$ cat src/rtl/axi_rd_slave_if.sv
`default_nettype none
// ============================================================================
// Module   : axi_rd_slave_if
// Brief    : AXI read-address / read-data channel bundle for axi_rd_slave.
// Revision : 1.0
// ============================================================================
interface axi_rd_slave_if;
  logic [3:0]  ARID;
  logic [63:0] ARADDR;
  logic [7:0]  ARLEN;
  logic [2:0]  ARSIZE;
  logic [1:0]  ARBURST;
  logic [2:0]  ARPORT;
  logic        ARVALID;
  logic        ARREADY;
  logic [3:0]  RID;
  logic [63:0] RDATA;
  logic [1:0]  RRESP;
  logic        RLAST;
  logic        RVALID;
  logic        RREADY;

  modport slave (
    input  ARID, ARADDR, ARLEN, ARSIZE, ARBURST, ARPORT, ARVALID, RREADY,
    output ARREADY, RID, RDATA, RRESP, RLAST, RVALID
  );

  modport master (
    output ARID, ARADDR, ARLEN, ARSIZE, ARBURST, ARPORT, ARVALID, RREADY,
    input  ARREADY, RID, RDATA, RRESP, RLAST, RVALID
  );
endinterface
`default_nettype wire

$ cat src/rtl/axi_rd_slave.sv
`default_nettype none
// ============================================================================
// Module   : axi_rd_slave
// Brief    : Single-outstanding AXI read slave over a 1-cycle synchronous memory.
//            Define AXI_RD_SLV_WRAP_EN to support WRAP bursts.
// Revision : 1.0
// ============================================================================
module axi_rd_slave #(
  parameter logic [63:0] ADDR_LO = 64'h0000_0000_8000_0000,
  parameter logic [63:0] ADDR_HI = 64'h0000_0000_87FF_FFFF,
  parameter int unsigned RD_LAT  = 0
) (
  input  wire logic        clk,
  input  wire logic        rstn,
  axi_rd_slave_if.slave    axi,
  output logic             mem_ren,
  output logic [63:0]      mem_raddr,
  input  wire logic [63:0] mem_rdata
);

  typedef enum logic [2:0] {
    ST_IDLE = 3'd0,
    ST_WAIT = 3'd1,
    ST_READ = 3'd2,
    ST_CAPT = 3'd3,
    ST_RESP = 3'd4
  } state_t;

  localparam bit         HAS_WAIT  = (RD_LAT != 0);
  localparam logic [3:0] WAIT_LAST = 4'(RD_LAT - 1);

  state_t      state, next_state;
  logic        ready_en;
  logic        arready;
  logic [3:0]  id_q;
  logic [63:0] addr_q;
  logic [7:0]  len_q;
  logic [2:0]  size_q;
  logic [1:0]  burst_q;
  logic        slverr_q;
  logic [7:0]  beat_cnt;
  logic [3:0]  wait_cnt;
  logic [3:0]  rid_q;
  logic [63:0] rdata_q;
  logic [1:0]  rresp_q;
  logic        rlast_q;
  logic        rvalid_q;

  logic        ar_fire, r_fire, last_beat;
  logic [16:0] ar_bytes, ar_end;
  logic        ar_cross, ar_slverr;
  logic [63:0] step, next_addr;
  logic        beat_outside;
  logic [1:0]  beat_resp;
  logic        unused_arport;

`ifdef AXI_RD_SLV_WRAP_EN
  logic [63:0] wrap_mask_q;
  logic [3:0]  align_mask;
`endif

  assign unused_arport = ^axi.ARPORT;
  assign ar_fire       = axi.ARVALID & arready;
  assign r_fire        = rvalid_q & axi.RREADY;
  assign last_beat     = (beat_cnt == len_q);

  // Burst-wide SLVERR is decided once, from the AR payload, at acceptance.
  always_comb begin
    ar_bytes  = ({9'd0, axi.ARLEN} + 17'd1) << axi.ARSIZE;
    ar_end    = {5'd0, axi.ARADDR[11:0]} + ar_bytes;
    ar_cross  = (ar_end > 17'd4096);
`ifdef AXI_RD_SLV_WRAP_EN
    align_mask = 4'((4'd1 << axi.ARSIZE) - 4'd1);
`endif
    ar_slverr = 1'b1;
    case (axi.ARBURST)
      2'b00:   ar_slverr = (axi.ARSIZE > 3'd3);
      2'b01:   ar_slverr = (axi.ARSIZE > 3'd3) || ar_cross;
`ifdef AXI_RD_SLV_WRAP_EN
      2'b10:   ar_slverr = (axi.ARSIZE > 3'd3)
                        || !((axi.ARLEN == 8'd1) || (axi.ARLEN == 8'd3)
                          || (axi.ARLEN == 8'd7) || (axi.ARLEN == 8'd15))
                        || (({1'b0, axi.ARADDR[2:0]} & align_mask) != 4'd0);
`endif
      default: ar_slverr = 1'b1;
    endcase
  end

  always_comb begin
    step         = 64'd1 << size_q;
    beat_outside = (addr_q < ADDR_LO) || (addr_q > ADDR_HI);
    beat_resp    = slverr_q ? 2'b10 : (beat_outside ? 2'b11 : 2'b00);
    case (burst_q)
      2'b00:   next_addr = addr_q;
`ifdef AXI_RD_SLV_WRAP_EN
      2'b10:   next_addr = (addr_q & ~wrap_mask_q) | ((addr_q + step) & wrap_mask_q);
`endif
      default: next_addr = addr_q + step;
    endcase
  end

  always_ff @(posedge clk or negedge rstn) begin
    if (!rstn) state <= ST_IDLE;
    else       state <= next_state;
  end

  always_comb begin
    next_state = state;
    arready    = 1'b0;
    mem_ren    = 1'b0;
    mem_raddr  = 64'd0;
    case (state)
      ST_IDLE: begin
        arready = ready_en;
        if (axi.ARVALID && ready_en) next_state = HAS_WAIT ? ST_WAIT : ST_READ;
      end
      ST_WAIT: if (wait_cnt == WAIT_LAST) next_state = ST_READ;
      ST_READ: begin
        if (beat_resp == 2'b00) begin
          mem_ren   = 1'b1;
          mem_raddr = {addr_q[63:3], 3'b000};
        end
        next_state = ST_CAPT;
      end
      ST_CAPT: next_state = ST_RESP;
      ST_RESP: if (r_fire) next_state = last_beat ? ST_IDLE : (HAS_WAIT ? ST_WAIT : ST_READ);
      default: next_state = ST_IDLE;
    endcase
  end

  always_ff @(posedge clk or negedge rstn) begin
    if (!rstn) begin
      ready_en <= 1'b0;
      id_q     <= 4'd0;
      addr_q   <= 64'd0;
      len_q    <= 8'd0;
      size_q   <= 3'd0;
      burst_q  <= 2'd0;
      slverr_q <= 1'b0;
      beat_cnt <= 8'd0;
      wait_cnt <= 4'd0;
      rid_q    <= 4'd0;
      rdata_q  <= 64'd0;
      rresp_q  <= 2'd0;
      rlast_q  <= 1'b0;
      rvalid_q <= 1'b0;
`ifdef AXI_RD_SLV_WRAP_EN
      wrap_mask_q <= 64'd0;
`endif
    end else begin
      ready_en <= 1'b1;
      wait_cnt <= 4'd0;
      case (state)
        ST_IDLE: if (ar_fire) begin
          id_q     <= axi.ARID;
          addr_q   <= axi.ARADDR;
          len_q    <= axi.ARLEN;
          size_q   <= axi.ARSIZE;
          burst_q  <= axi.ARBURST;
          slverr_q <= ar_slverr;
          beat_cnt <= 8'd0;
`ifdef AXI_RD_SLV_WRAP_EN
          wrap_mask_q <= 64'(ar_bytes) - 64'd1;
`endif
        end
        ST_WAIT: wait_cnt <= wait_cnt + 4'd1;
        ST_CAPT: begin
          rdata_q  <= (beat_resp == 2'b00) ? mem_rdata : 64'd0;
          rresp_q  <= beat_resp;
          rlast_q  <= last_beat;
          rid_q    <= id_q;
          rvalid_q <= 1'b1;
        end
        ST_RESP: if (r_fire) begin
          rvalid_q <= 1'b0;
          if (last_beat) begin
            // Return the R channel to its reset image while idle.
            rid_q    <= 4'd0;
            rdata_q  <= 64'd0;
            rresp_q  <= 2'd0;
            rlast_q  <= 1'b0;
            beat_cnt <= 8'd0;
          end else begin
            beat_cnt <= beat_cnt + 8'd1;
            addr_q   <= next_addr;
          end
        end
        default: ;
      endcase
    end
  end

  assign axi.ARREADY = arready;
  assign axi.RID     = rid_q;
  assign axi.RDATA   = rdata_q;
  assign axi.RRESP   = rresp_q;
  assign axi.RLAST   = rlast_q;
  assign axi.RVALID  = rvalid_q;

endmodule
`default_nettype wire

$ cat src/flat_wrapper.sv
// flat-port wrapper written by rule: the top's interface ports become plain ports
module axi_rd_slave_flat 
#(
  parameter logic [63:0] ADDR_LO = 64'h0000_0000_8000_0000,
  parameter logic [63:0] ADDR_HI = 64'h0000_0000_87FF_FFFF,
  parameter int unsigned RD_LAT  = 0
)
  (clk, rstn, mem_ren, mem_raddr, mem_rdata, axi_ARID, axi_ARADDR, axi_ARLEN, axi_ARSIZE, axi_ARBURST, axi_ARPORT, axi_ARVALID, axi_RREADY, axi_ARREADY, axi_RID, axi_RDATA, axi_RRESP, axi_RLAST, axi_RVALID);
  axi_rd_slave_if axi_i ();
  input  wire logic clk;
  input  wire logic rstn;
  output logic mem_ren;
  output logic [63:0] mem_raddr;
  input  wire logic [63:0] mem_rdata;
  input wire logic [$bits(axi_i.ARID)-1:0] axi_ARID;
  input wire logic [$bits(axi_i.ARADDR)-1:0] axi_ARADDR;
  input wire logic [$bits(axi_i.ARLEN)-1:0] axi_ARLEN;
  input wire logic [$bits(axi_i.ARSIZE)-1:0] axi_ARSIZE;
  input wire logic [$bits(axi_i.ARBURST)-1:0] axi_ARBURST;
  input wire logic [$bits(axi_i.ARPORT)-1:0] axi_ARPORT;
  input wire logic [$bits(axi_i.ARVALID)-1:0] axi_ARVALID;
  input wire logic [$bits(axi_i.RREADY)-1:0] axi_RREADY;
  output wire logic [$bits(axi_i.ARREADY)-1:0] axi_ARREADY;
  output wire logic [$bits(axi_i.RID)-1:0] axi_RID;
  output wire logic [$bits(axi_i.RDATA)-1:0] axi_RDATA;
  output wire logic [$bits(axi_i.RRESP)-1:0] axi_RRESP;
  output wire logic [$bits(axi_i.RLAST)-1:0] axi_RLAST;
  output wire logic [$bits(axi_i.RVALID)-1:0] axi_RVALID;
  assign axi_i.ARID = axi_ARID;
  assign axi_i.ARADDR = axi_ARADDR;
  assign axi_i.ARLEN = axi_ARLEN;
  assign axi_i.ARSIZE = axi_ARSIZE;
  assign axi_i.ARBURST = axi_ARBURST;
  assign axi_i.ARPORT = axi_ARPORT;
  assign axi_i.ARVALID = axi_ARVALID;
  assign axi_i.RREADY = axi_RREADY;
  assign axi_ARREADY = axi_i.ARREADY;
  assign axi_RID = axi_i.RID;
  assign axi_RDATA = axi_i.RDATA;
  assign axi_RRESP = axi_i.RRESP;
  assign axi_RLAST = axi_i.RLAST;
  assign axi_RVALID = axi_i.RVALID;
  axi_rd_slave #(.ADDR_LO(ADDR_LO), .ADDR_HI(ADDR_HI), .RD_LAT(RD_LAT)) u_core (.clk(clk), .rstn(rstn), .axi(axi_i), .mem_ren(mem_ren), .mem_raddr(mem_raddr), .mem_rdata(mem_rdata));
endmodule
$ cat config.mk
export PLATFORM = sky130hd
export DESIGN_NAME = axi_rd_slave_flat
export DESIGN_NICKNAME = d
export VERILOG_FILES = /design/src/rtl/axi_rd_slave_if.sv /design/src/rtl/axi_rd_slave.sv /design/src/flat_wrapper.sv
export SDC_FILE = /design/constraint.sdc
export NUM_CORES = 1
export LEC_CHECK = 0
export CORE_MARGIN = 2
export CORE_UTILIZATION = 35
export DETAILED_ROUTE_END_ITERATION = 8
export SLEW_MARGIN = 25
export SYNTH_ARGS = -nofsm -noshare
export SYNTH_HDL_FRONTEND = slang
export SYNTH_SLANG_ARGS = --single-unit
export TNS_END_PERCENT = 10
$ cat constraint.sdc
create_clock -name clk -period 2.9 [get_ports clk]
set_input_delay 0.29 -clock clk [delete_from_list [all_inputs] [get_ports clk]]
set_output_delay 0.29 -clock clk [all_outputs]
set_load 0.03 [all_outputs]
* Yosys cells after proc, flatten, opt, wreduce, memory -nomap -nowiden
Cells that the tools add are included.
** Storage, ports and cells
- Output and inout bits :: 138
- Register bits after elaboration :: 170
** Operators by class
- Reduce and logical (&&, ||, !) cells :: 15
- Add/sub/neg operators :: 5
- Muxes and demuxes :: 38
- Equality and inequality tests :: 14
- Magnitude comparators :: 4
- Shift-type cells :: 2
- Bitwise logic cells :: 2
** Operators by type and width (count)
- two-way mux 64 bit :: 9
- one-hot mux 64 bit (2 select lines) :: 2
- adder 64 bit :: 1
- greater-than comparator 64 x 32 -> 1 bit, second input constant :: 1
- < comparator 64 x 32 -> 1 bit, second input constant :: 1
- left shift 1 x 3 -> 64 bit, first input constant :: 1
- two-way mux 8 bit :: 3
- adder 12 x 17 -> 17 bit :: 1
- greater-than comparator 17 x 13 -> 1 bit, second input constant :: 1
- left shift 17 x 3 -> 17 bit :: 1
- one-hot mux 8 bit (2 select lines) :: 1
- one-hot mux 3 bit (5 select lines) :: 1
- two-way mux 4 bit :: 3
- two-way mux 2 bit :: 5
- != test 2 x 1 -> 1 bit, second input constant :: 5
- adder 8 x 1 -> 9 bit, second input constant :: 1
- two-way mux 3 bit :: 3
- AND reduction 3 bit :: 3
- adder 8 x 1 -> 8 bit, second input constant :: 1
- == test 8 bit :: 1
- one-hot mux 4 bit (2 select lines) :: 1
- == test 3 x 2 -> 1 bit, second input constant :: 2
- zero test 2 bit :: 3
- two-way mux 1 bit :: 6
- other kinds (16) :: 23

* Depth between registers and ports, before layout
Gate-level depths: netlist (run 1).
- Depth in word-level cells :: 7
- Depth in mapped cells :: 17
- Mapped depth without buffers :: 16

* Worst setup path before layout (run 1)
Ideal clock, no wire load.
- Path type :: input to register
- Start point :: input axi_ARSIZE[0]
- End point :: register u_core.slverr_q
- Data arrival time :: 3.204 ns
- Stages on the path :: 14
- Slack :: -0.447 ns
- Setup time :: 0.143 ns
- Path through :: clkbuf_1 clkbuf_1 clkbuf_1 mux2i_1 a21oi_1 nor2_1 ha_1 a211o_1 a211o_1 a2111oi_0 o21bai_1 xnor2_1 a31oi_1 a41oi_1
** Between the ends
- Longest elaborated chain between the ends :: 5
- Elaborated cells on any way between the ends :: 6
** Ends and longest elaborated chain
- from (decl) :: RTL line flat_wrapper.sv:18 : input wire logic [$bits(axi_i.ARSIZE)-1:0] axi_ARSIZE;
- left shift 17 x 3 -> 17 bit :: RTL line axi_rd_slave.sv:69 : ar_bytes = ({9'd0, axi.ARLEN} + 17'd1) << axi.ARSIZE;
- adder 12 x 17 -> 17 bit :: RTL line axi_rd_slave.sv:70 : ar_end = {5'd0, axi.ARADDR[11:0]} + ar_bytes;
- greater-than comparator 17 x 13 -> 1 bit :: RTL line axi_rd_slave.sv:71 : ar_cross = (ar_end > 17'd4096);
- logical OR 1 bit :: RTL line axi_rd_slave.sv:78 : 2'b01: ar_slverr = (axi.ARSIZE > 3'd3) || ar_cross;
- one-hot mux 1 bit (2 select lines) * :: RTL line axi_rd_slave.sv:76 : case (axi.ARBURST)
- to (signal assigned) :: RTL line axi_rd_slave.sv:160 : slverr_q <= ar_slverr;
- to (decl) :: RTL line axi_rd_slave.sv:40 : logic slverr_q;
Every way passes the cells marked *; elsewhere a longest branch is shown, timed or not.
A chain may end at the register's enable or synchronous reset.

* Worst setup path in the final report (run 1)
- Start point :: register u_core.size_q[1]
- End point :: register u_core.addr_q[33]
** Between the ends
- Longest elaborated chain between the ends :: 6
** Ends and longest elaborated chain
- from (decl) :: RTL line axi_rd_slave.sv:38 : logic [2:0] size_q;
- from (signal assigned) :: RTL line axi_rd_slave.sv:158 : size_q <= axi.ARSIZE;
- left shift 1 x 3 -> 64 bit :: RTL line axi_rd_slave.sv:90 : step = 64'd1 << size_q;
- adder 64 bit :: RTL line axi_rd_slave.sv:98 : default: next_addr = addr_q + step;
- two-way mux 64 bit :: RTL line axi_rd_slave.sv:93 : case (burst_q)
- two-way mux 64 bit :: RTL line axi_rd_slave.sv:176 : if (last_beat) begin
- two-way mux 64 bit :: RTL line axi_rd_slave.sv:174 : ST_RESP: if (r_fire) begin
- one-hot mux 64 bit (2 select lines) :: RTL line axi_rd_slave.sv:153 : case (state)
- to (signal assigned) :: RTL line axi_rd_slave.sv:156 : addr_q <= axi.ARADDR;
- to (signal assigned) :: RTL line axi_rd_slave.sv:185 : addr_q <= next_addr;
- to (decl) :: RTL line axi_rd_slave.sv:36 : logic [63:0] addr_q;
Every way passes these cells. The select of a mux whose other input is x is not followed.

==> summary.md, run 1 <==
| Metric | Value |
|---|---|
| Run status | `complete, no violations` |
| CTS sink count | `170` |
| Largest net degree at the start of global routing | `74` |
| Area of the multi-input gates | `about 0.006 mm^2` |
| TritonRoute pass-1 iters | `7` |
| Share of cells above drive strength 1 | `21.3%` |
| Placed insts | `1855` |
| Synth Instances | `1172` |
| Async SR Flop Fraction | `100%` |
| Vias per inst | `around 5.5` |
| Skew final | `0.0209 ns` |
| Starting Density | `35.5%` |
| DR vias | `10400` |
| EDFF count, synth | `0` |
| Area contributors post-synth | `dfrtp_1 41%, a22o_1 5.8%, nand2_1 5.2%, nor2_1 3.0%, buf_4 2.9%` |
| Synth area leader | `dfrtp_1` |
| Path category of the worst min-delay check | `in2reg` |
| Reg-to-reg startpoint | `u_core.size_q[1]` |
| Pwr Density | `705 mW/mm^2` |
| Setup violations, final | `0` |
| Worst R2R Path Depth | `12` |
| Reg area | `0.00426 mm^2` |
| Synthesized flop and latch total | `170` |
| RePlAce Congestion | `0.872` |
| Most common cell in the netlist | `dfrtp_1` |
| DRC violations left | `0` |
| Required @ worst endpoint | `3.20 ns` |
| Starting DRC count in detailed routing | `around 620` |
| Port Buffers | `247` |
| CP startpoint | `u_core.size_q[1]` |
| Core ar. | `between 0.02 and 0.03 mm^2` |
| Final Hold Fails | `0` |
| Pre-CTS WS | `-0.820 ns` |
| DP Wirelength | `25300 um` |
| RSZ-0062 raised after global routing | `true` |
| Worst-Margin Slew | `between 0.8 and 0.9 ns` |
| R2r endpoint | `u_core.addr_q[33]` |
| Reported max-cap violation count | `0` |
| Crit Path Class | `reg2reg` |
| Die height | `177 um` |
| Top-area cell type share of the netlist area | `~41%` |
| Hold Startpoint | `axi_ARLEN[1]` |
| Number of global-route vias before repair | `between 9000 and 10000` |
| Post-route ant nets | `0` |
| Worst Path Max Fanout | `4` |
| CTS tree | `built` |
| Most frequent cells after synthesis | `170 x dfrtp_1, 144 x nand2_1, 84 x nor2_1, 69 x a22o_1, 56 x a21oi_1` |
| Die ar. | `0.0314 mm^2` |
| Tcrit/Tclk final | `99.7%` |
| Worst-Skew Late Latency | `0.44 ns` |
| Clk pin slew, worst setup/hold paths | `0.08 ns` |
| Worst vdd ir | `0.564 mV` |
| Setup ws final | `0.00861 ns` |
| Fill count | `~2700` |
| Fin nets | `1678` |
| Arr. time, crit path | `3.20 ns` |
| Slew headroom | `about 45%` |
| First-pass GRT wire length | `53800 um` |
| Max Fclk | `346 MHz` |
| TritonCTS buffer count | `17` |
| Clk buf depth | `2` |
| Hold EP | `u_core.len_q[1]` |
| DRT Wirelength | `about 35000 um` |
| DR WL/cell | `18.5 um` |
| Setup crit end kind | `register` |
| Hold slack | `0.166 ns` |
| Fin cells | `1904` |
| GRT overflow | `0` |
| Syn Std Cell Area | `about 0.010 mm^2` |
| Syn Area/Cell | `just under 9 um^2` |
| Count of cell types in the netlist | `between 90 and 100` |
| Seq/Total Area, Yosys | `40.6%` |
| Row count | `63` |
| Crit path launch type | `register` |
| Die span in x | `177 um` |
| Initial antenna violation count | `1` |
| Reg2reg setup slack | `between 0.008 and 0.009 ns` |
| Hold Path Depth | `3` |
| YS warnings | `0` |
| CTS root buffer | `clkbuf_16` |
| Final Max Slew Viols | `0` |
| Leak Pwr | `approximately 6.6 nW` |
| Area Overhead vs Synth | `46.3%` |
| Ys flop type | `dfrtp_1` |
| Max H-tree Level | `4` |
| IO Count | `290` |
| Total track usage | `21.7%` |
| Total negative slack | `0 ns` |
| Fin crit period | `2.89 ns` |
[how the worst max path moves through the flow]
stage                              endpoint  depth (start not counted)
after floorplan             u_core.slverr_q                         14
after global placement      u_core.slverr_q                         14
after detailed placement    u_core.slverr_q                         16
after CTS                   u_core.slverr_q                         13
after global routing      u_core.addr_q[63]                         12
final                     u_core.addr_q[33]                         12
[critical path, cell delays in order, from the launching register on]
cell and delay [ns]:
dfrtp_2 0.44, or3b_4 0.40, inv_2 0.08, ha_4 0.20
a211o_4 0.33, a211oi_4 0.36, a2111oi_4 0.16, buf_4 0.17
buf_4 0.12, buf_4 0.12, and3_4 0.17, nor3_2 0.15
a311oi_1 0.07
[flip-flops by register name (all words and copies together) (netlist names), 2 cells and up]
signal,count
u_core.axi.RID,4
u_core.len_q,8
u_core.beat_cnt,8
u_core.axi.RDATA,64
u_core.size_q,3
u_core.wait_cnt,4
u_core.id_q,4
u_core.burst_q,2
u_core.axi.RRESP,2
u_core.addr_q,64
u_core.state,3
[cell type report]
| class | instances | area share, % |
|---|---|---|
| Antenna cell | 1 | 0.0163 |
| Clock buffer | 17 | 2.77 |
| Clock inverter | 15 | 1.18 |
| Inverter | 13 | 0.318 |
| Multi-Input combinational cell | 909 | 40.1 |
| Sequential cell | 170 | 27.8 |
| Tap cell | 390 | 3.18 |
| Timing Repair Buffer | 389 | 24.6 |
[logic make-up (layout without fill, tap and decap cells)]
kind of cell             count (synthesis)  in the layout  synth area share [%]
adder cells (fa/ha/maj)                 26             26                  3.25
AO/OA/AOI/OAI                          336            336                  23.3
flip-flops                             170            170                  40.6
multiplexers                             9              9                 0.859
other                                    2             41                0.0716
AND/OR/NAND/NOR                        479            479                  23.6
buffers and inverters                  131            434                  6.78
XOR/XNOR                                19             19                  1.59
[routing by layer]
layer | routed length [um] | global-route usage [%]
met4 | 624 | 6.47
met5 | 0 | 0
met3 | 2200 | 3.89
met2 | 17100 | 35.1
met1 | 15300 | 29.4
[layout by cell type, fill, tap and decap left out, drive strengths merged, types with 7 or more instances in the layout]
| master | instances |
|---|---|
| conb | 40 |
| a21o | 8 |
| buf | 167 |
| and2 | 39 |
| xnor2 | 14 |
| mux2i | 9 |
| o21a | 13 |
| dlymetal6s2s | 7 |
| dfrtp | 170 |
| and4 | 7 |
| clkbuf | 20 |
| clkdlybuf4s50 | 211 |
| o22ai | 20 |
| nor4 | 19 |
| nand4 | 27 |
| nor3 | 38 |
| nand3 | 50 |
| a311o | 7 |
| nand2 | 144 |
| a22o | 70 |
| a21oi | 58 |
| a311oi | 10 |
| a31oi | 16 |
| nor2 | 86 |
| inv | 20 |
| o21ai | 56 |
| ha | 24 |
| and3 | 24 |
| a211oi | 18 |
[timing repair]
action,4_1_cts,5_1_grt
endpoints found under the hold margin,55,0
cloned,0,1
pin swaps,1,38
endpoints found under the setup margin,47,66
buffers inserted,0,15
gates resized for setup,13,128
hold buffers,1,0
[where the power goes]
part | switching, mW | total, mW | internal, mW
Sequential | 0.872 | 3.90 | 3.03
Clock | 1.13 | 2.37 | 1.24
Combinational | 2.49 | 4.54 | 2.04
Total | 4.50 | 10.8 | 6.31
[per-stage QoR]
stage          cell area [um^2]  total power, mW  util [%]
2_1_floorplan             10700             6.43         -
3_3_place_gp              14000             7.93      47.4
3_5_place_dp              14000             8.00      47.4
4_1_cts                   14700             10.5      49.6
5_1_grt                   15300             11.5      51.9
6_report                  15300             10.8      51.9
Power figures use the tool's default switching activity.
==> inputs of run 2 (changes only) <==
Settings changed: CORE_UTILIZATION 35 to 46, CTS_BUF_LIST from default to sky130_fd_sc_hd__clkbuf_8, DONT_BUFFER_PORTS from default to 1.
==> summary.md, run 2 (same netlist as run 1, synthesis figures left out) <==
| Metric | Value |
|---|---|
| Max Fclk | `345 MHz (-0.13%)` |
| Row count | `55 (-13%)` |
| Reg-to-reg startpoint | `u_core.size_q[2]` |
| Setup violations, final | `0 (unchanged)` |
| Worst vdd ir | `0.342 mV (-39%)` |
| Worst-Skew Late Latency | `0.47 ns (+0.03 ns)` |
| CP endpoint | `mem_raddr[8]` |
| TritonCTS buffer count | `17 (unchanged)` |
| Clk pin slew, worst setup/hold paths | `0.11 ns (+0.03 ns)` |
| Slew headroom | `46.0% (+1.1 points)` |
| Met1 Use GR | `34.8% (+5.4 points)` |
| DRC violations left | `0 (unchanged)` |
| RSZ-0062 raised after global routing | `true` |
| Initial antenna violation count | `1 (unchanged)` |
| Final Hold Fails | `170 (+170)` |
| DP Wirelength | `21100 um (-17%)` |
| CP max stage cell | `dfrtp_2` |
| Worst R2R Path Depth | `12 (unchanged)` |
| Pwr Density | `746 mW/mm^2 (+5.8%)` |
| Setup crit end kind | `output port` |
| RePlAce Congestion | `0.884 (+1.5%)` |
| Reg2reg setup slack | `0.11 ns (+0.10 ns)` |
| Leak Pwr | `5.60 nW (-15%)` |
| Worst Path Max Fanout | `8 (+4)` |
| Total power | `9.63 mW (-11%)` |
| Hold slack | `-0.501 ns (-0.666 ns)` |
| Post-route ant nets | `0 (unchanged)` |
| Path category of the worst min-delay check | `in2async` |
| Most common cell after layout, fill and taps aside | `dfrtp_1` |
| Area Overhead vs Synth | `23.1%` |
| CTS root buffer | `clkbuf_8` |
| CTS sink count | `170 (unchanged)` |
| Number of global-route vias before repair | `9086 (-6.1%)` |
| Setup ws final | `0.00484 ns (-0.00377 ns)` |
| First-pass GRT wire length | `49500 um (-7.9%)` |
| Final Max Slew Viols | `0 (unchanged)` |
| CTS tree | `built` |
| Tcrit/Tclk final | `99.8% (+0.13 points)` |
| Share of cells above drive strength 1 | `17.4% (-4.0 points)` |
| R2r endpoint | `u_core.addr_q[63]` |
| Run status | `finished, violations left` |
| Vias per inst | `5.96 (+8.9%)` |
| DRT Wirelength | `31400 um (-11%)` |
| Starting Density | `46.6% (+11 points)` |
| Crit-path cells | `nor4_4, nand4_1, nor4_4, nor3b_4, buf_12, buf_12, and2_4` |
| Max H-tree Level | `4 (unchanged)` |
| Reported max-cap violation count | `0 (unchanged)` |
| Die span in x | `155 um (-12%)` |
| Port Buffers | `0 (-100%)` |
| Required @ worst endpoint | `2.61 ns (-0.59 ns)` |
| TritonRoute pass-1 iters | `5 (-2)` |
| Met2 Resource Use GR | `41.7% (+6.6 points)` |
| Arr. time, crit path | `2.61 ns (-0.59 ns)` |
| Clk buf depth | `2 (unchanged)` |
| Most frequent cells in the layout | `163 x dfrtp_1, 142 x nand2_1, 100 x dlygate4sd3_1, 85 x buf_4, 83 x nor2_1` |
| CP startpoint | `u_core.addr_q[52]` |
| Worst-Margin Slew | `0.811 ns (-0.0163 ns)` |
| Die height | `155 um (-12%)` |
| Area of the multi-input gates | `0.00598 mm^2 (-2.9%)` |
| DR WL/cell | `19.6 um (+5.7%)` |
| Fin crit period | `2.90 ns (+0.00377 ns)` |
| Die ar. | `0.0240 mm^2 (-23%)` |
| M3 GR Usage | `5.15% (+1.3 points)` |
| DR vias | `9565 (-8.2%)` |
| Starting DRC count in detailed routing | `749 (+20%)` |
| Crit Path Class | `reg2out` |
| Crit path launch type | `register` |
| Total track usage | `25.5% (+3.9 points)` |
| Failing checks | `hold timing` |
| CP peak stage delay | `0.47 ns (+0.03 ns)` |
| GRT overflow | `0 (unchanged)` |
| Fill count | `2004 (-27%)` |
| Largest net degree at the start of global routing | `171 (+130%)` |
| Reg area | `0.00426 mm^2 (about the same)` |
| Fin nets | `1484 (-12%)` |
| IO Count | `290 (unchanged)` |
| Skew final | `0.0239 ns (+0.00303 ns)` |
| Core ar. | `0.0225 mm^2 (-24%)` |
| Pre-CTS WS | `-0.168 ns (+0.653 ns)` |
| Final core utilization | `57.4% (+5.5 points)` |
| Most used routing layer | `met2` |
[run 2: changes by cell type in the layout (fill, tap and decap cells not counted), sizes merged, moves of 2 or more]
| cell | previous run | this run |
|---|---|---|
| dlygate4sd3 | 1 | 100 |
| buf | 167 | 93 |
| clkdlybuf4s50 | 211 | 0 |
| clkinv | 5 | 7 |
| dlymetal6s2s | 7 | 0 |
[run 2: cell type report]
type                            count  share of cell area (%)
Multi-Input combinational cell    909                    46.3
Sequential cell                   170                    33.0
Timing Repair Buffer              195                    14.3
Tap cell                          285                    2.76
Clock buffer                       17                    1.81
Clock inverter                     15                    1.45
Inverter                           13                   0.378
Antenna cell                        2                  0.0388
[run 2: through the flow]
step / instances / cell area [um^2] / setup TNS (ns)
2_1_floorplan: 1210 / 10700 / 0
3_3_place_gp: 1457 / 11000 / -0.171
3_5_place_dp: 1457 / 11000 / -0.238
4_1_cts: 1589 / 12500 / -0.622
5_1_grt: 1605 / 12900 / -2.76
6_report: 1606 / 12900 / 0
[run 2: worst min-delay path by stage]
stage	startpoint	endpoint	slack, ns	depth (start not counted)
detailed placement	rstn	u_core.axi.RDATA[11]	-0.00009	0
CTS	rstn	u_core.axi.RDATA[32]	-0.53	0
floorplan	rstn	u_core.addr_q[0]	-0.006	0
global route	rstn	u_core.axi.RDATA[11]	-0.54	0
finish	rstn	u_core.axi.RDATA[11]	-0.50	0
global placement	rstn	u_core.axi.RDATA[11]	0.00007	0
[run 2: where the power goes]
group	switching (mW)	internal [mW]	leakage [nW]
clock network	1.07	0.669	0.205
logic	2.18	1.72	3.23
registers	0.958	3.03	2.17
total	4.22	5.41	5.60
[run 2: critical path: cells and delay by family (launching register included)]
kind,cells,cell delay [ns]
flip-flops,1,0.47
buffers and inverters,2,0.31
AND/OR/NAND/NOR,5,1.35
[run 2: layer usage]
layer  wire length [um]  vias up
met5                  0        -
met4                503        0
met3               2220       38
met2              15100      374
met1              13600     4613
li1                   -     4540
[run 2: repair_timing]
item | CTS | global route
setup endpoints to repair | 39 | 73
pin swaps | 1 | 10
hold buffers | 99 | 1
setup buffers | 1 | 12
hold endpoints to repair | 270 | 171
resized for setup | 35 | 55
cloned | 0 | 2
==> inputs of run 3 (changes only) <==
Settings changed: CORE_MARGIN 2 to default.
Clock period 2.9 ns to 2.8 ns, I/O delays scaled along.
==> summary.md, run 3 (same netlist as run 1, synthesis figures left out) <==
| Metric | Value |
|---|---|
| Run status | `finished, violations left` |
| Failing checks | `hold timing, setup timing` |
| Worst R2R Path Depth | `11 (-1)` |
| IO Count | `290 (unchanged)` |
| Worst-Skew Late Latency | `0.48 ns (about the same)` |
| Starting Density | `47.5% (+0.86 points)` |
| Internal | `5.81 mW (+7.4%)` |
| Worst-Margin Slew | `0.823 ns (+0.0122 ns)` |
| Initial antenna violation count | `3 (+2)` |
| Most frequent cells in the layout | `165 x dfrtp_1, 143 x nand2_1, 125 x buf_4, 108 x dlygate4sd3_1, 81 x nor2_1` |
| Skew final | `0.0149 ns (-0.00901 ns)` |
| Comb power frac | `42.7% (+2.2 points)` |
| DRT Wirelength | `32200 um (+2.6%)` |
| Clk pin slew, worst setup/hold paths | `0.11 ns (about the same)` |
| Required @ worst endpoint | `2.52 ns (-0.09 ns)` |
| Switch Pwr | `4.42 mW (+4.9%)` |
| Row count | `54 (-1.8%)` |
| RePlAce Congestion | `0.902 (+2.0%)` |
| DR vias | `9974 (+4.3%)` |
| Path category of the worst min-delay check | `in2async` |
| Most common cell after layout, fill and taps aside | `dfrtp_1` |
| DP Wirelength | `21900 um (+3.6%)` |
| Final instance area | `0.0138 mm^2 (+6.5%)` |
| Pwr Density | `744 mW/mm^2 (-0.17%)` |
| Leak Pwr | `6.04 nW (+7.8%)` |
| Worst Path Max Fanout | `13 (+5)` |
| Worst vdd ir | `0.342 mV (+0.14%)` |
| Die span in x | `153 um (-1.3%)` |
| Max H-tree Level | `4 (unchanged)` |
| Port Buffers | `0 (unchanged)` |
| Setup violations, final | `23 (+23)` |
| Share of cells above drive strength 1 | `21.6% (+4.2 points)` |
| Setup ws final | `-0.0584 ns (-0.0633 ns)` |
| Hold buffer count at cts | `108 (+9.1%)` |
| DR WL/cell | `19.3 um (-1.6%)` |
| Fin nets | `1559 (+5.1%)` |
| GRT overflow | `0 (unchanged)` |
| Max Fclk | `350 MHz` |
| Core ar. | `0.0221 mm^2 (-1.8%)` |
| Tcrit/Tclk final | `102%` |
| Hold slack | `-0.514 ns (-0.0138 ns)` |
| Area post-placement | `0.0118 mm^2 (+6.9%)` |
| Clk pwr share | `17.8% (-0.3 points)` |
| CTS sink count | `170 (unchanged)` |
| Reg2reg setup slack | `0.01 ns (-0.10 ns)` |
| CTS tree | `built` |
| Vias per inst | `5.95 (about the same)` |
| Reported max-cap violation count | `0 (unchanged)` |
| Final Max Slew Viols | `0 (unchanged)` |
| CP startpoint | `u_core.addr_q[32]` |
| Starting DRC count in detailed routing | `785 (+4.8%)` |
| DRC violations left | `0 (unchanged)` |
| Area Overhead vs Synth | `31.2%` |
| Number of global-route vias before repair | `9399 (+3.4%)` |
| Setup crit end kind | `output port` |
| Fin cells | `1675 (+4.3%)` |
| Die ar. | `0.0234 mm^2 (-2.6%)` |
| Arr. time, crit path | `2.58 ns (-0.03 ns)` |
| Die height | `153 um (-1.3%)` |
| Crit Path Class | `reg2out` |
| Largest net degree at the start of global routing | `171 (unchanged)` |
| TritonCTS buffer count | `17 (unchanged)` |
| Final Hold Fails | `170 (unchanged)` |
| R2r endpoint | `u_core.addr_q[30]` |
| Fill count | `1922 (-4.1%)` |
| Sequential share of power | `39.5% (-1.9 points)` |
| Reg-to-reg startpoint | `u_core.size_q[1]` |
| First-pass GRT wire length | `51200 um (+3.4%)` |
| Fin crit period | `2.86 ns` |
| Switch share | `43.2% (-0.58 points)` |
| Slew headroom | `45.1% (-0.81 points)` |
| Clk buf depth | `2 (unchanged)` |
| Placed insts | `1515 (+4.0%)` |
| CTS root buffer | `clkbuf_8` |
| TritonRoute pass-1 iters | `5 (unchanged)` |
| Total track usage | `27.5% (+1.9 points)` |
| Crit path launch type | `register` |
| Post-route ant nets | `0 (unchanged)` |
| RSZ-0062 raised after global routing | `true` |
[run 3: cell count changes in the layout (fill, tap and decap cells not counted), moves of 3 or more]
cell | previous run | this run
dlygate4sd3_1 | 100 | 108
buf_12 | 7 | 29
nor3_1 | 29 | 33
buf_6 | 1 | 7
nor4_1 | 12 | 9
nor4_2 | 1 | 6
o21ai_1 | 2 | 5
o21ai_0 | 51 | 48
nor3_2 | 7 | 3
buf_4 | 85 | 125
[run 3: worst max-delay path: stages (launching register included)]
cell and delay [ns]:
dfrtp_1 0.41, nor4b_2 0.31, nand4_1 0.14, buf_6 0.15, nor4_4 0.25, nor3b_4 0.23, buf_6 0.16, buf_12 0.15
and2_4 0.16, buf_12 0.11
[run 3: layer usage]
metal	GRT usage (%)	part of all wire [%]	vias up
met1	36.4	44	4891
met5	0	0.040	-
li1	-	-	4682
met3	6.63	7.0	41
met2	45.4	48	358
met4	6.35	1.3	2
[run 3: final cells by class]
| cell class | instances | area [um^2] | area share (%) |
|---|---|---|---|
| antenna | 1 | 2.50 | 0.0182 |
| timing repair buffer | 270 | 2710 | 19.7 |
| clock inverter | 14 | 176 | 1.28 |
| tap | 280 | 350 | 2.55 |
| clock buffer | 18 | 248 | 1.80 |
| inverter | 13 | 48.8 | 0.355 |
| sequential | 170 | 4260 | 31.0 |
| multi-input combinational | 909 | 5960 | 43.3 |
[run 3: per-stage QoR]
step                worst slack (ns)  TNS, ns  utilization, %  total power, mW
global route                  -0.169    -6.34            62.2             10.9
floorplan                    -0.0860   -0.413               -             6.67
global placement              -0.263    -2.28            53.4             7.86
CTS                          -0.0578    -1.00            61.7             10.1
detailed placement            -0.293    -2.94            53.4             7.94
finish                       -0.0584    -1.04            62.2             10.2
[run 3: how the worst max path moves through the flow]
stage	to	slack [ns]	cells after the start
floorplan	u_core.slverr_q	-0.09	14
global placement	u_core.slverr_q	-0.26	13
detailed placement	u_core.slverr_q	-0.29	15
CTS	mem_raddr[4]	-0.06	8
global route	mem_raddr[7]	-0.17	9
finish	mem_raddr[7]	-0.06	9
[run 3: repair_timing]
item | 4_1_cts | 5_1_grt
resized for setup | 49 | 28
buffers inserted | 15 | 3
gates cloned | 1 | 0
endpoints found under the setup margin | 76 | 79
endpoints found under the hold margin | 280 | 170
pin swaps | 15 | 16
[run 3: power by group through the flow]
stage	Clock (mW)	Sequential, mW	Combinational (mW)
3_3_place_gp	0	4.00	3.85
2_1_floorplan	0	3.77	2.90
4_1_cts	1.87	4.00	4.23
6_report	1.82	4.05	4.37
5_1_grt	1.96	4.15	4.81
3_5_place_dp	0	4.02	3.92
